==> src/rtl/operand_gen_pkg.sv <==
// ============================================================================
//  operand_gen_pkg : opcode/funct/REGIMM codes and operand-select encodings
//  Revision : 1.0
// ============================================================================
`default_nettype none

package operand_gen_pkg;

  localparam logic [5:0] OP_SPECIAL  = 6'h00;
  localparam logic [5:0] OP_REGIMM   = 6'h01;
  localparam logic [5:0] OP_J        = 6'h02;
  localparam logic [5:0] OP_JAL      = 6'h03;
  localparam logic [5:0] OP_BEQ      = 6'h04;
  localparam logic [5:0] OP_ADDI     = 6'h08;
  localparam logic [5:0] OP_ADDIU    = 6'h09;
  localparam logic [5:0] OP_SLTI     = 6'h0A;
  localparam logic [5:0] OP_SLTIU    = 6'h0B;
  localparam logic [5:0] OP_ANDI     = 6'h0C;
  localparam logic [5:0] OP_ORI      = 6'h0D;
  localparam logic [5:0] OP_XORI     = 6'h0E;
  localparam logic [5:0] OP_LUI      = 6'h0F;
  localparam logic [5:0] OP_SPECIAL2 = 6'h1C;
  localparam logic [5:0] OP_LB       = 6'h20;
  localparam logic [5:0] OP_LH       = 6'h21;
  localparam logic [5:0] OP_LWL      = 6'h22;
  localparam logic [5:0] OP_LW       = 6'h23;
  localparam logic [5:0] OP_LBU      = 6'h24;
  localparam logic [5:0] OP_LHU      = 6'h25;
  localparam logic [5:0] OP_LWR      = 6'h26;
  localparam logic [5:0] OP_SB       = 6'h28;
  localparam logic [5:0] OP_SH       = 6'h29;
  localparam logic [5:0] OP_SWL      = 6'h2A;
  localparam logic [5:0] OP_SW       = 6'h2B;
  localparam logic [5:0] OP_SWR      = 6'h2E;

  localparam logic [5:0] FUNCT_JALR  = 6'h09;
  localparam logic [4:0] RT_BLTZAL   = 5'h10;
  localparam logic [4:0] RT_BGEZAL   = 5'h11;

  localparam int LINK_OFFSET = 8;

  typedef enum logic [1:0] {
    IMM_ZERO    = 2'd0,
    IMM_ZEXT    = 2'd1,
    IMM_ZEXT_HI = 2'd2,
    IMM_SEXT    = 2'd3
  } imm_kind_e;

  typedef enum logic [1:0] {
    SRC1_ZERO = 2'd0,
    SRC1_REG  = 2'd1,
    SRC1_LINK = 2'd2
  } src1_e;

  function automatic logic is_mem(input logic [5:0] op);
    case (op)
      OP_LB, OP_LH, OP_LWL, OP_LW, OP_LBU, OP_LHU, OP_LWR,
      OP_SB, OP_SH, OP_SWL, OP_SW, OP_SWR: is_mem = 1'b1;
      default:                             is_mem = 1'b0;
    endcase
  endfunction

endpackage

`default_nettype wire

==> src/rtl/operand_gen_if.sv <==
// ============================================================================
//  operand_gen_if : upstream bundle, result broadcast and dispatch bundle bus
//  Revision : 1.0
// ============================================================================
`default_nettype none

interface operand_gen_if #(
  parameter int WAYS      = 2,
  parameter int DATA_W    = 32,
  parameter int TAG_W     = 4,
  parameter int CDB_PORTS = 2
);
  logic                      flush;
  logic                      in_valid;
  logic                      in_ready;
  logic [WAYS-1:0]           in_way_valid;
  logic [WAYS*DATA_W-1:0]    in_pc;
  logic [WAYS*6-1:0]         in_op;
  logic [WAYS*6-1:0]         in_funct;
  logic [WAYS*5-1:0]         in_rt;
  logic [WAYS*16-1:0]        in_imm;
  logic [WAYS-1:0]           in_rd_is_rsid_1;
  logic [WAYS-1:0]           in_rd_is_rsid_2;
  logic [WAYS*DATA_W-1:0]    in_rd_data_1;
  logic [WAYS*DATA_W-1:0]    in_rd_data_2;
  logic [CDB_PORTS-1:0]      cdb_valid;
  logic [CDB_PORTS*TAG_W-1:0]  cdb_tag;
  logic [CDB_PORTS*DATA_W-1:0] cdb_data;
  logic                      out_valid;
  logic                      out_ready;
  logic [WAYS-1:0]           out_way_valid;
  logic [WAYS-1:0]           out_is_rsid_1;
  logic [WAYS-1:0]           out_is_rsid_2;
  logic [WAYS*DATA_W-1:0]    out_data_1;
  logic [WAYS*DATA_W-1:0]    out_data_2;

  modport master (
    output flush, in_valid, in_way_valid, in_pc, in_op, in_funct, in_rt, in_imm,
           in_rd_is_rsid_1, in_rd_is_rsid_2, in_rd_data_1, in_rd_data_2,
           cdb_valid, cdb_tag, cdb_data, out_ready,
    input  in_ready, out_valid, out_way_valid, out_is_rsid_1, out_is_rsid_2,
           out_data_1, out_data_2
  );

  modport slave (
    input  flush, in_valid, in_way_valid, in_pc, in_op, in_funct, in_rt, in_imm,
           in_rd_is_rsid_1, in_rd_is_rsid_2, in_rd_data_1, in_rd_data_2,
           cdb_valid, cdb_tag, cdb_data, out_ready,
    output in_ready, out_valid, out_way_valid, out_is_rsid_1, out_is_rsid_2,
           out_data_1, out_data_2
  );
endinterface

`default_nettype wire

==> src/rtl/operand_gen_sel.sv <==
// ============================================================================
//  operand_sel : combinational per-way source operand mux (reg / imm / link)
//  Revision : 1.0
// ============================================================================
`default_nettype none

module operand_sel
  import operand_gen_pkg::*;
#(
  parameter int DATA_W = 32
) (
  input  logic              valid,
  input  logic [DATA_W-1:0] pc,
  input  logic [5:0]        op,
  input  logic [5:0]        funct,
  input  logic [4:0]        rt,
  input  logic [15:0]       imm,
  input  logic              rd_is_rsid_1,
  input  logic              rd_is_rsid_2,
  input  logic [DATA_W-1:0] rd_data_1,
  input  logic [DATA_W-1:0] rd_data_2,
  output logic              is_rsid_1,
  output logic              is_rsid_2,
  output logic [DATA_W-1:0] data_1,
  output logic [DATA_W-1:0] data_2
);

  src1_e             w_src1;
  imm_kind_e         w_kind;
  logic              w_op2_reg;
  logic [DATA_W-1:0] w_imm_val;

  always_comb begin
    w_src1    = SRC1_ZERO;
    w_kind    = IMM_ZERO;
    w_op2_reg = 1'b0;
    case (op)
      OP_SPECIAL: begin
        w_src1    = (funct == FUNCT_JALR) ? SRC1_LINK : SRC1_REG;
        w_op2_reg = 1'b1;
      end
      OP_SPECIAL2: begin
        w_src1    = SRC1_REG;
        w_op2_reg = 1'b1;
      end
      OP_JAL:    w_src1 = SRC1_LINK;
      OP_REGIMM: w_src1 = (rt == RT_BLTZAL || rt == RT_BGEZAL) ? SRC1_LINK : SRC1_ZERO;
      OP_ADDI, OP_ADDIU, OP_SLTI, OP_SLTIU: begin
        w_src1 = SRC1_REG;
        w_kind = IMM_SEXT;
      end
      OP_ANDI, OP_ORI, OP_XORI: begin
        w_src1 = SRC1_REG;
        w_kind = IMM_ZEXT;
      end
      OP_LUI: begin
        w_src1 = SRC1_REG;
        w_kind = IMM_ZEXT_HI;
      end
      default: begin
        if (is_mem(op)) begin
          w_src1 = SRC1_REG;
          w_kind = IMM_SEXT;
        end
      end
    endcase
  end

  always_comb begin
    case (w_kind)
      IMM_ZEXT:    w_imm_val = DATA_W'(imm);
      IMM_ZEXT_HI: w_imm_val = DATA_W'({imm, 16'h0000});
      IMM_SEXT:    w_imm_val = {{(DATA_W-16){imm[15]}}, imm};
      default:     w_imm_val = '0;
    endcase
  end

  always_comb begin
    data_1    = '0;
    is_rsid_1 = 1'b0;
    data_2    = w_imm_val;
    is_rsid_2 = 1'b0;
    case (w_src1)
      SRC1_REG: begin
        data_1    = rd_data_1;
        is_rsid_1 = rd_is_rsid_1;
      end
      SRC1_LINK: data_1 = pc + DATA_W'(LINK_OFFSET);
      default:   data_1 = '0;
    endcase
    if (w_op2_reg) begin
      data_2    = rd_data_2;
      is_rsid_2 = rd_is_rsid_2;
    end
    // Masked ways carry nothing, so they can never be woken later.
    if (!valid) begin
      data_1    = '0;
      is_rsid_1 = 1'b0;
      data_2    = '0;
      is_rsid_2 = 1'b0;
    end
  end

endmodule

`default_nettype wire

==> src/rtl/operand_gen.sv <==
// ============================================================================
//  operand_gen : WAYS-wide operand select, output+skid buffer, CDB wakeup
//  Option macro: OPGEN_WAKEUP_EN builds the tag snoop and capture bypass.
//  Revision : 1.0
// ============================================================================
`default_nettype none

module operand_gen
  import operand_gen_pkg::*;
#(
  parameter int WAYS      = 2,
  parameter int DATA_W    = 32,
  parameter int TAG_W     = 4,
  parameter int CDB_PORTS = 2
) (
  input  logic          clk,
  input  logic          rst,
  operand_gen_if.slave  bus
);

  localparam int VW = WAYS * DATA_W;

  logic [WAYS-1:0] w_sel_r1, w_sel_r2, w_in_r1, w_in_r2;
  logic [WAYS-1:0] w_out_r1, w_out_r2, w_skid_r1, w_skid_r2;
  logic [VW-1:0]   w_sel_d1, w_sel_d2, w_in_d1, w_in_d2;
  logic [VW-1:0]   w_out_d1, w_out_d2, w_skid_d1, w_skid_d2;

  logic            r_in_ready;
  logic            r_out_valid, r_skid_valid;
  logic [WAYS-1:0] r_out_wv, r_out_r1, r_out_r2;
  logic [WAYS-1:0] r_skid_wv, r_skid_r1, r_skid_r2;
  logic [VW-1:0]   r_out_d1, r_out_d2, r_skid_d1, r_skid_d2;

  logic w_accept, w_out_free, w_skid_next;

`ifdef OPGEN_WAKEUP_EN
  // Descending scan so the lowest-numbered matching port is the last writer.
  function automatic logic [DATA_W:0] wake(
    input logic                          rsid,
    input logic [DATA_W-1:0]             data,
    input logic [CDB_PORTS-1:0]          cv,
    input logic [CDB_PORTS*TAG_W-1:0]    ct,
    input logic [CDB_PORTS*DATA_W-1:0]   cd
  );
    logic [DATA_W:0] res;
    res = {rsid, data};
    for (int p = CDB_PORTS - 1; p >= 0; p--) begin
      if (rsid && cv[p] && (data[TAG_W-1:0] == ct[p*TAG_W +: TAG_W]))
        res = {1'b0, cd[p*DATA_W +: DATA_W]};
    end
    return res;
  endfunction
`else
  logic unused_cdb;
  assign unused_cdb = ^{bus.cdb_valid, bus.cdb_tag, bus.cdb_data};
`endif

  genvar w;
  generate
    for (w = 0; w < WAYS; w++) begin : g_way
      operand_sel #(.DATA_W(DATA_W)) u_sel (
        .valid        (bus.in_way_valid[w]),
        .pc           (bus.in_pc[w*DATA_W +: DATA_W]),
        .op           (bus.in_op[w*6 +: 6]),
        .funct        (bus.in_funct[w*6 +: 6]),
        .rt           (bus.in_rt[w*5 +: 5]),
        .imm          (bus.in_imm[w*16 +: 16]),
        .rd_is_rsid_1 (bus.in_rd_is_rsid_1[w]),
        .rd_is_rsid_2 (bus.in_rd_is_rsid_2[w]),
        .rd_data_1    (bus.in_rd_data_1[w*DATA_W +: DATA_W]),
        .rd_data_2    (bus.in_rd_data_2[w*DATA_W +: DATA_W]),
        .is_rsid_1    (w_sel_r1[w]),
        .is_rsid_2    (w_sel_r2[w]),
        .data_1       (w_sel_d1[w*DATA_W +: DATA_W]),
        .data_2       (w_sel_d2[w*DATA_W +: DATA_W])
      );
`ifdef OPGEN_WAKEUP_EN
      assign {w_in_r1[w], w_in_d1[w*DATA_W +: DATA_W]} =
        wake(w_sel_r1[w], w_sel_d1[w*DATA_W +: DATA_W], bus.cdb_valid, bus.cdb_tag, bus.cdb_data);
      assign {w_in_r2[w], w_in_d2[w*DATA_W +: DATA_W]} =
        wake(w_sel_r2[w], w_sel_d2[w*DATA_W +: DATA_W], bus.cdb_valid, bus.cdb_tag, bus.cdb_data);
      assign {w_out_r1[w], w_out_d1[w*DATA_W +: DATA_W]} =
        wake(r_out_r1[w], r_out_d1[w*DATA_W +: DATA_W], bus.cdb_valid, bus.cdb_tag, bus.cdb_data);
      assign {w_out_r2[w], w_out_d2[w*DATA_W +: DATA_W]} =
        wake(r_out_r2[w], r_out_d2[w*DATA_W +: DATA_W], bus.cdb_valid, bus.cdb_tag, bus.cdb_data);
      assign {w_skid_r1[w], w_skid_d1[w*DATA_W +: DATA_W]} =
        wake(r_skid_r1[w], r_skid_d1[w*DATA_W +: DATA_W], bus.cdb_valid, bus.cdb_tag, bus.cdb_data);
      assign {w_skid_r2[w], w_skid_d2[w*DATA_W +: DATA_W]} =
        wake(r_skid_r2[w], r_skid_d2[w*DATA_W +: DATA_W], bus.cdb_valid, bus.cdb_tag, bus.cdb_data);
`else
      assign {w_in_r1[w], w_in_d1[w*DATA_W +: DATA_W]}     = {w_sel_r1[w], w_sel_d1[w*DATA_W +: DATA_W]};
      assign {w_in_r2[w], w_in_d2[w*DATA_W +: DATA_W]}     = {w_sel_r2[w], w_sel_d2[w*DATA_W +: DATA_W]};
      assign {w_out_r1[w], w_out_d1[w*DATA_W +: DATA_W]}   = {r_out_r1[w], r_out_d1[w*DATA_W +: DATA_W]};
      assign {w_out_r2[w], w_out_d2[w*DATA_W +: DATA_W]}   = {r_out_r2[w], r_out_d2[w*DATA_W +: DATA_W]};
      assign {w_skid_r1[w], w_skid_d1[w*DATA_W +: DATA_W]} = {r_skid_r1[w], r_skid_d1[w*DATA_W +: DATA_W]};
      assign {w_skid_r2[w], w_skid_d2[w*DATA_W +: DATA_W]} = {r_skid_r2[w], r_skid_d2[w*DATA_W +: DATA_W]};
`endif
    end
  endgenerate

  always_comb begin
    w_accept    = bus.in_valid && r_in_ready;
    w_out_free  = !r_out_valid || bus.out_ready;
    w_skid_next = r_skid_valid ? !w_out_free : (w_accept && !w_out_free);
  end

  always_ff @(posedge clk) begin
    if (rst || bus.flush) begin
      r_in_ready   <= 1'b1;
      r_out_valid  <= 1'b0;
      r_skid_valid <= 1'b0;
      r_out_wv     <= '0;
      r_out_r1     <= '0;
      r_out_r2     <= '0;
      r_out_d1     <= '0;
      r_out_d2     <= '0;
      r_skid_wv    <= '0;
      r_skid_r1    <= '0;
      r_skid_r2    <= '0;
      r_skid_d1    <= '0;
      r_skid_d2    <= '0;
    end else begin
      r_in_ready   <= !w_skid_next;
      r_skid_valid <= w_skid_next;
      if (w_out_free) begin
        if (r_skid_valid) begin
          r_out_valid <= 1'b1;
          r_out_wv    <= r_skid_wv;
          r_out_r1    <= w_skid_r1;
          r_out_r2    <= w_skid_r2;
          r_out_d1    <= w_skid_d1;
          r_out_d2    <= w_skid_d2;
        end else if (w_accept) begin
          r_out_valid <= 1'b1;
          r_out_wv    <= bus.in_way_valid;
          r_out_r1    <= w_in_r1;
          r_out_r2    <= w_in_r2;
          r_out_d1    <= w_in_d1;
          r_out_d2    <= w_in_d2;
        end else begin
          r_out_valid <= 1'b0;
        end
      end else begin
        // Stalled: hold the bundle, only wakeups may change it.
        r_out_r1 <= w_out_r1;
        r_out_r2 <= w_out_r2;
        r_out_d1 <= w_out_d1;
        r_out_d2 <= w_out_d2;
      end
      if (r_skid_valid && !w_out_free) begin
        r_skid_r1 <= w_skid_r1;
        r_skid_r2 <= w_skid_r2;
        r_skid_d1 <= w_skid_d1;
        r_skid_d2 <= w_skid_d2;
      end else if (!r_skid_valid && w_accept && !w_out_free) begin
        r_skid_wv <= bus.in_way_valid;
        r_skid_r1 <= w_in_r1;
        r_skid_r2 <= w_in_r2;
        r_skid_d1 <= w_in_d1;
        r_skid_d2 <= w_in_d2;
      end
    end
  end

  assign bus.in_ready      = r_in_ready;
  assign bus.out_valid     = r_out_valid;
  assign bus.out_way_valid = r_out_wv;
  assign bus.out_is_rsid_1 = r_out_r1;
  assign bus.out_is_rsid_2 = r_out_r2;
  assign bus.out_data_1    = r_out_d1;
  assign bus.out_data_2    = r_out_d2;

endmodule

`default_nettype wire

==> src/flat_wrapper.sv <==
// flat-port wrapper written by rule: the top's interface ports become plain ports
module operand_gen_flat import operand_gen_pkg::*;
#(
  parameter int WAYS      = 2,
  parameter int DATA_W    = 32,
  parameter int TAG_W     = 4,
  parameter int CDB_PORTS = 2
)
  (clk, rst, bus_flush, bus_in_valid, bus_in_way_valid, bus_in_pc, bus_in_op, bus_in_funct, bus_in_rt, bus_in_imm, bus_in_rd_is_rsid_1, bus_in_rd_is_rsid_2, bus_in_rd_data_1, bus_in_rd_data_2, bus_cdb_valid, bus_cdb_tag, bus_cdb_data, bus_out_ready, bus_in_ready, bus_out_valid, bus_out_way_valid, bus_out_is_rsid_1, bus_out_is_rsid_2, bus_out_data_1, bus_out_data_2);
  operand_gen_if #(.WAYS(WAYS), .DATA_W(DATA_W), .TAG_W(TAG_W), .CDB_PORTS(CDB_PORTS)) bus_i ();
  input  logic clk;
  input  logic rst;
  input wire logic [$bits(bus_i.flush)-1:0] bus_flush;
  input wire logic [$bits(bus_i.in_valid)-1:0] bus_in_valid;
  input wire logic [$bits(bus_i.in_way_valid)-1:0] bus_in_way_valid;
  input wire logic [$bits(bus_i.in_pc)-1:0] bus_in_pc;
  input wire logic [$bits(bus_i.in_op)-1:0] bus_in_op;
  input wire logic [$bits(bus_i.in_funct)-1:0] bus_in_funct;
  input wire logic [$bits(bus_i.in_rt)-1:0] bus_in_rt;
  input wire logic [$bits(bus_i.in_imm)-1:0] bus_in_imm;
  input wire logic [$bits(bus_i.in_rd_is_rsid_1)-1:0] bus_in_rd_is_rsid_1;
  input wire logic [$bits(bus_i.in_rd_is_rsid_2)-1:0] bus_in_rd_is_rsid_2;
  input wire logic [$bits(bus_i.in_rd_data_1)-1:0] bus_in_rd_data_1;
  input wire logic [$bits(bus_i.in_rd_data_2)-1:0] bus_in_rd_data_2;
  input wire logic [$bits(bus_i.cdb_valid)-1:0] bus_cdb_valid;
  input wire logic [$bits(bus_i.cdb_tag)-1:0] bus_cdb_tag;
  input wire logic [$bits(bus_i.cdb_data)-1:0] bus_cdb_data;
  input wire logic [$bits(bus_i.out_ready)-1:0] bus_out_ready;
  output wire logic [$bits(bus_i.in_ready)-1:0] bus_in_ready;
  output wire logic [$bits(bus_i.out_valid)-1:0] bus_out_valid;
  output wire logic [$bits(bus_i.out_way_valid)-1:0] bus_out_way_valid;
  output wire logic [$bits(bus_i.out_is_rsid_1)-1:0] bus_out_is_rsid_1;
  output wire logic [$bits(bus_i.out_is_rsid_2)-1:0] bus_out_is_rsid_2;
  output wire logic [$bits(bus_i.out_data_1)-1:0] bus_out_data_1;
  output wire logic [$bits(bus_i.out_data_2)-1:0] bus_out_data_2;
  assign bus_i.flush = bus_flush;
  assign bus_i.in_valid = bus_in_valid;
  assign bus_i.in_way_valid = bus_in_way_valid;
  assign bus_i.in_pc = bus_in_pc;
  assign bus_i.in_op = bus_in_op;
  assign bus_i.in_funct = bus_in_funct;
  assign bus_i.in_rt = bus_in_rt;
  assign bus_i.in_imm = bus_in_imm;
  assign bus_i.in_rd_is_rsid_1 = bus_in_rd_is_rsid_1;
  assign bus_i.in_rd_is_rsid_2 = bus_in_rd_is_rsid_2;
  assign bus_i.in_rd_data_1 = bus_in_rd_data_1;
  assign bus_i.in_rd_data_2 = bus_in_rd_data_2;
  assign bus_i.cdb_valid = bus_cdb_valid;
  assign bus_i.cdb_tag = bus_cdb_tag;
  assign bus_i.cdb_data = bus_cdb_data;
  assign bus_i.out_ready = bus_out_ready;
  assign bus_in_ready = bus_i.in_ready;
  assign bus_out_valid = bus_i.out_valid;
  assign bus_out_way_valid = bus_i.out_way_valid;
  assign bus_out_is_rsid_1 = bus_i.out_is_rsid_1;
  assign bus_out_is_rsid_2 = bus_i.out_is_rsid_2;
  assign bus_out_data_1 = bus_i.out_data_1;
  assign bus_out_data_2 = bus_i.out_data_2;
  operand_gen #(.WAYS(WAYS), .DATA_W(DATA_W), .TAG_W(TAG_W), .CDB_PORTS(CDB_PORTS)) u_core (.clk(clk), .rst(rst), .bus(bus_i));
endmodule
==> config.mk <==
export PLATFORM = sky130hd
export DESIGN_NAME = operand_gen_flat
export DESIGN_NICKNAME = d
export VERILOG_FILES = /design/src/rtl/operand_gen_pkg.sv /design/src/rtl/operand_gen_if.sv /design/src/rtl/operand_gen_sel.sv /design/src/rtl/operand_gen.sv /design/src/flat_wrapper.sv
export SDC_FILE = /design/constraint.sdc
export NUM_CORES = 1
export LEC_CHECK = 0
export ABC_AREA = 0
export CELL_PAD_IN_SITES_DETAIL_PLACEMENT = 0
export CELL_PAD_IN_SITES_GLOBAL_PLACEMENT = 1
export CORE_ASPECT_RATIO = 0.6
export CORE_UTILIZATION = 30
export DETAILED_ROUTE_END_ITERATION = 8
export PLACE_DENSITY_LB_ADDON = 0.1
export SKIP_CTS_REPAIR_TIMING = 1
export SLEW_MARGIN = 10
export SYNTH_ARGS = -nofsm -noshare
export SYNTH_HDL_FRONTEND = slang
export SYNTH_SLANG_ARGS = --single-unit
==> constraint.sdc <==
create_clock -name clk -period 4.35 [get_ports clk]
set_clock_uncertainty 0.1 [all_clocks]
set_input_delay 0.6525 -clock clk [delete_from_list [all_inputs] [get_ports clk]]
set_output_delay 0.6525 -clock clk [all_outputs]
set_load 0.005 [all_outputs]
* Word level (Yosys, flattened, before mapping) *
Index checks and enable logic that the tools add are counted.

storage, ports and cells
  register bits after elaboration = 271
  input bits = 343
  output and inout port bits = 136
  word-level logic and storage cells = 159

cells by class
  bitwise gates (word level) = 1
  reductions and logical operators = 32
  multiplexer cells = 49
  eq/ne operators = 62
  add/sub/neg operators = 2

operators by type and width
  operator                                                          number
  64-bit two-way mux                                                4
  32-bit two-way mux                                                6
  32-bit case mux with 3 select lines                               2
  6-bit == test (second input constant)                             24
  32-bit case mux with 2 select lines                               2
  6-bit by 4-bit == test with 1-bit output (second input constant)  18
  32-bit by 4-bit adder with 32-bit output (second input constant)  2
  12-bit OR reduction                                               4
  2-bit case mux with 4 select lines                                4
  2-bit two-way mux                                                 12
  5-bit == test (second input constant)                             4
  1-bit two-way mux                                                 19
  9-bit OR reduction                                                2
  4-bit OR reduction                                                4
  2-bit == test (second input constant)                             6
  6-bit by 1-bit == test with 1-bit output (second input constant)  2
  6-bit by 2-bit == test with 1-bit output (second input constant)  2
  6-bit by 5-bit == test with 1-bit output (second input constant)  2
  6-bit zero test                                                   2
  2-bit by 1-bit == test with 1-bit output (second input constant)  4
  3-bit OR reduction                                                2
  1-bit logical AND                                                 5
  1-bit zero test                                                   4
  1-bit logical OR                                                  4
  4 further kinds                                                   6

* Longest topological paths before layout *
Gate-level depths: netlist of run 1.

  depth in word-level cells = 12
  depth in mapped cells = 14
  gate-level depth less buffers = 11

* Cells and area by module *
Synthesis of run 1 repeated with hierarchy kept, for this count alone.

unflattened totals
  cell total of the unflattened synthesis = 1,765
  area, all modules = 15,304.7 sq um

modules (own cells, without submodules)
  module                               cells an instance  area an instance (sq um)  instances  seq. area each (sq um)
  operand_gen                          1,205              11,776.3                  1          5,425.2
  operand_sel (u_core.g_way[1].u_sel)  284                1,801.7                   1          0.0
  operand_sel (u_core.g_way[0].u_sel)  276                1,726.7                   1          0.0

* Worst setup path before layout of run 1 *
No wires, ideal clock.

  path kind = input to register
  start point = input port bus_in_op[9]
  end point = register u_core.r_out_d1[55] (netlist: u_core.bus.out_data_1[55])
  path slack = 1.105 ns
  stages = 10
  data required time = 4.176 ns
  library setup time = 0.074 ns
  path buffers = 2
  data arrival time = 3.070 ns
  cells stage by stage = clkbuf_1 or4_1 o22a_1 ha_1 nand3b_1 clkbuf_1 or4_1 mux2i_1 nor2_1 o21ai_0

between the ends
  longest elaborated chain between the ends = 11
  elaborated cells between the ends (all ways) = 36
  classes of those cells = 25 x eq/ne; 8 x mux; 3 x reduce/logical

RTL lines
  item                                                                       RTL line               source
  from (decl)                                                                flat_wrapper.sv:17     input wire logic [$bits(bus_i.in_op)-1:0] bus_in_op;
  6-bit == test                                                              operand_gen_pkg.sv:56  case (op)
  12-bit OR reduction                                                        operand_gen_pkg.sv:56
  1-bit two-way mux                                                          operand_gen_pkg.sv:56
  1-bit two-way mux                                                          operand_gen_sel.sv:37  case (op)
  1-bit two-way mux                                                          operand_gen_sel.sv:61  if (is_mem(op)) begin
  2-bit case mux with 4 select lines *                                       operand_gen_sel.sv:37
  2-bit == test or 2-bit by 1-bit == test with 1-bit output (tied branches)  operand_gen_sel.sv:83  case (w_src1)
  32-bit case mux with 2 select lines *                                      operand_gen_sel.sv:83
  32-bit two-way mux *                                                       operand_gen_sel.sv:96  if (!valid) begin
  64-bit two-way mux *                                                       operand_gen.sv:133     end else if (w_accept) begin
  64-bit two-way mux *                                                       operand_gen.sv:126     if (r_skid_valid) begin
  to (signal assigned)                                                       operand_gen.sv:131     r_out_d1 <= w_skid_d1;
  to (signal assigned)                                                       operand_gen.sv:138     r_out_d1 <= w_in_d1;
  to (signal assigned)                                                       operand_gen.sv:147     r_out_d1 <= w_out_d1;
  to (decl)                                                                  operand_gen.sv:32      logic [VW-1:0] r_out_d1, r_out_d2, r_skid_d1, r_skid_d2;

Mark *: on every way between the ends. The rest lies on a longest branch, timed or not. The select of a mux whose other input is x is not followed.
A chain may end at the register's enable or synchronous reset.

* Worst setup path in the final report of run 1 *
  start point = input port bus_in_op[3]
  end point = register u_core.r_skid_d1[28]

between the ends
  longest elaborated chain between the ends = 9
  elaborated cells between the ends (all ways) = 34
  classes of those cells = 25 x eq/ne; 6 x mux; 3 x reduce/logical

RTL lines
  item                                                                       RTL line               source
  6-bit == test                                                              operand_gen_pkg.sv:56
  12-bit OR reduction                                                        operand_gen_pkg.sv:56
  1-bit two-way mux                                                          operand_gen_pkg.sv:56
  1-bit two-way mux                                                          operand_gen_sel.sv:37
  1-bit two-way mux                                                          operand_gen_sel.sv:61
  2-bit case mux with 4 select lines *                                       operand_gen_sel.sv:37
  2-bit == test or 2-bit by 1-bit == test with 1-bit output (tied branches)  operand_gen_sel.sv:83
  32-bit case mux with 2 select lines *                                      operand_gen_sel.sv:83
  32-bit two-way mux *                                                       operand_gen_sel.sv:96
  to (signal assigned)                                                       operand_gen.sv:153     r_skid_d1 <= w_skid_d1;
  to (signal assigned)                                                       operand_gen.sv:159     r_skid_d1 <= w_in_d1;
  to (decl)                                                                  operand_gen.sv:32

Marks and branches as above.

==> results of run 1 <==
[power groups by stage]
| stage | clock [mW] | sequential, mW | combinational, mW |
|---|---|---|---|
| 2_1_floorplan | 0 | 2.58 | 0.304 |
| 3_3_place_gp | 0 | 2.58 | 0.776 |
| 3_5_place_dp | 0 | 2.58 | 0.781 |
| 4_1_cts | 2.81 | 2.53 | 0.785 |
| 5_1_grt | 2.91 | 2.53 | 0.846 |
| 6_report | 2.73 | 2.53 | 0.784 |
[cells by family (layout without fill, tap and decap cells)]
logic type | after synthesis | in the layout | share of synthesized area [%]
other | 0 | 3 | 0
buffers and inverters | 186 | 535 | 5.17
flip-flops | 271 | 271 | 38.7
AND/OR/NAND/NOR | 605 | 605 | 22.2
adder cells (fa/ha/maj) | 6 | 6 | 0.536
AO/OA/AOI/OAI | 675 | 675 | 30.8
XOR/XNOR | 23 | 23 | 1.44
multiplexers | 16 | 16 | 1.16
[per-layer routing]
layer	vias to the layer above	track usage, %	share of wire, %
li1	7365	-	-
met1	7441	33.9	48
met2	418	36.3	44
met3	70	3.55	5.5
met4	2	5.92	2.2
met5	-	0	0.021
[path summary, 6_finish.rpt]
check                              startpoint                                      to  cells past startpoint
min reg2reg  u_core.r_skid_r2[1]$_SDFFE_PP0P_        u_core.r_skid_r2[1]$_SDFFE_PP0P_                      2
max reg2reg    u_core.r_skid_valid$_SDFF_PP0_  u_core.bus.out_data_2[36]$_SDFFE_PP0P_                      4
max                              bus_in_op[3]       u_core.r_skid_d1[28]$_SDFFE_PP0P_                     11
min          u_core.r_skid_r2[1]$_SDFFE_PP0P_        u_core.r_skid_r2[1]$_SDFFE_PP0P_                      2
[flip-flops by register name, indices dropped and copies added, names as in the netlist]
register / flops
u_core.bus.out_data_2: 64
u_core.r_skid_d1: 64
u_core.bus.out_way_valid: 2
u_core.r_skid_r1: 2
u_core.r_skid_valid: 1
u_core.bus.in_ready: 1
u_core.bus.out_valid: 1
u_core.bus.out_is_rsid_2: 2
u_core.r_skid_d2: 64
u_core.r_skid_r2: 2
u_core.r_skid_wv: 2
u_core.bus.out_is_rsid_1: 2
u_core.bus.out_data_1: 64
[worst max-delay path, stage by stage]
cell and delay (ns):
clkdlybuf4s50_1 0.57, nor4_1 0.60, nand3_1 0.24, and3_1 0.25, ha_1 0.36, nand3b_1 0.39, buf_4 0.24, nor2_1 0.04
a31oi_1 0.44, buf_4 0.21, a31oi_1 0.08
[area by class of cell]
class	count	area, µm²
inverters	18	67.6
diodes	3	7.51
clock buffers	44	925
multi-input cells	1325	7940
repair buffers	464	4510
well taps	620	776
fillers	4536	25600
clock inverters	9	120
flip-flops and latches	271	5430
[cells in the final DEF (no fill, tap or decap), types with 8 or more instances in the layout]
cell type	count
a22o_1	21
or4_1	8
xnor2_1	13
o211ai_1	28
nand4_1	36
a21oi_1	151
a32o_1	27
nand2b_1	31
nor2_1	86
clkbuf_8	10
a211oi_1	19
inv_1	17
or3_1	34
xor2_1	10
mux2i_1	14
a31oi_1	78
nor4_1	16
o21ai_0	181
dfxtp_1	270
a221oi_1	26
a22oi_1	60
nand3_1	79
buf_4	60
nor3_1	38
nand2_1	190
clkbuf_16	31
nor3b_1	17
a32oi_1	8
a311oi_1	15
a21o_1	17
clkdlybuf4s50_1	402
==> metrics, run 1 <==
internal power component between 4 and 5 mW; crit path time final roughly 3.8 ns; post-synth top area share between 30% and 40%; Synth cell types 70; final setup fails 0; setup tns final 0 ns; worst-path maximum fanout 9; placed instance count ~2700; 1st-iter DRT viols around 1000; H-tree Lvls 1; CP Data Arrival Time roughly 4.1 ns; ratio of final minimum period to clock period a little under nine tenths; area leader, netlist dfxtp_1; largest net degree at the start of global routing 100; Fin. Hold Viols 0; Post-Place Setup Slack ~0.15 ns; cell area after synthesis approximately 0.014 mm²; I/O Pins roughly 480; reg-to-reg slack, setup ~1.5 ns; Hold WS 0.353 ns; Worst Setup End Kind flip-flop; root buf cell clkbuf_16; max-cap viol count 0; PwrDens roughly 310 mW/mm²; CTS clk-pin slew, worst paths approximately 0.06 ns; Post-Syn Nets ~2100; clk buf depth 3; Synth async-reset ratio 0%; fin util a little over two fifths; Mean Syn Cell Area 7.87 µm²; #FFs+latches synth between 200 and 300; initial antenna violation count 4; Routed WL per cell roughly 21 µm; Worst Setup Slack, final ~0.60 ns; remaining antenna violation count 0; I/O Buffers 402; Syn Inst Count ~1800; dpl hpwl between 40000 and 50000 µm; share of layout cells above drive strength 1 under 10%; RSZ-0062 raised after global routing no; Layout Nets about 2500; Slew Viols, Final 0; sw power ~1.5 mW; core region area ~0.045 mm²; Commonest cells post-synth dfxtp_1 (271), nand2_1 (191), o21ai_0 (181); Die H roughly 170 µm; CP required ~4.7 ns; placed cell area ~0.019 mm²; Hold Path Class flip-flop to flip-flop; drt via density 5.55; Post-synth top flop dfxtp_1; Layout Cells excl Fill between 2000 and 3000; Final Total Pwr approximately 6 mW; part of the power in registers about two fifths; total CTS buffers 30; die width approximately 280 µm; vias in the first global route between 10000 and 15000; Worst-Margin Slew about 1.1 ns; Max-slew headroom 29.4%; Clk pwr share a little under half; combinational group share of total power 13.0%; outcome completed; Area Growth Syn to Fin 41.1%; CTS tree done; Sw Ratio between 20% and 30%; Clock Sinks 271; Initial Utilization 30.9%; Routability Congestion around 0.88; fin area around 0.020 mm²; kind of critical path primary input to flip-flop; sequential share of the synthesized area about two fifths; # rows 60; GRT Util Overall a little under a quarter; DRT Pass-1 Iters 5; # DRC 0; Routed WL roughly 58000 µm; first-pass GRT wire length just under 90000 µm; maximum clock frequency 267 MHz; Clock Latency Late Sink 0.57 ns; via count 15300; LEAKAGE around 6.5 nW; Post-synth EDFFs 0; Syn. warnings 0; count leader, synth dfxtp_1; die area 0.0476 mm²; Synth area leaders dfxtp_1 (39%), o21ai_0 (6.5%), a21oi_1 (5.4%); GR Overflow Total 0; crit start category primary input; maximum vdd drop around 0.24 mV
Power figures use the tool's default switching activity.
==> run 2: changes to the inputs <==
--- a/config.mk
+++ b/config.mk
@@ -11,6 +11,7 @@
 export CORE_ASPECT_RATIO = 0.6
 export CORE_UTILIZATION = 30
 export DETAILED_ROUTE_END_ITERATION = 8
+export GPL_TIMING_DRIVEN = 1
 export PLACE_DENSITY_LB_ADDON = 0.1
 export SKIP_CTS_REPAIR_TIMING = 1
 export SLEW_MARGIN = 10
==> results of run 2 <==
Final layout, timing and power as in run 1 (identical DEF).
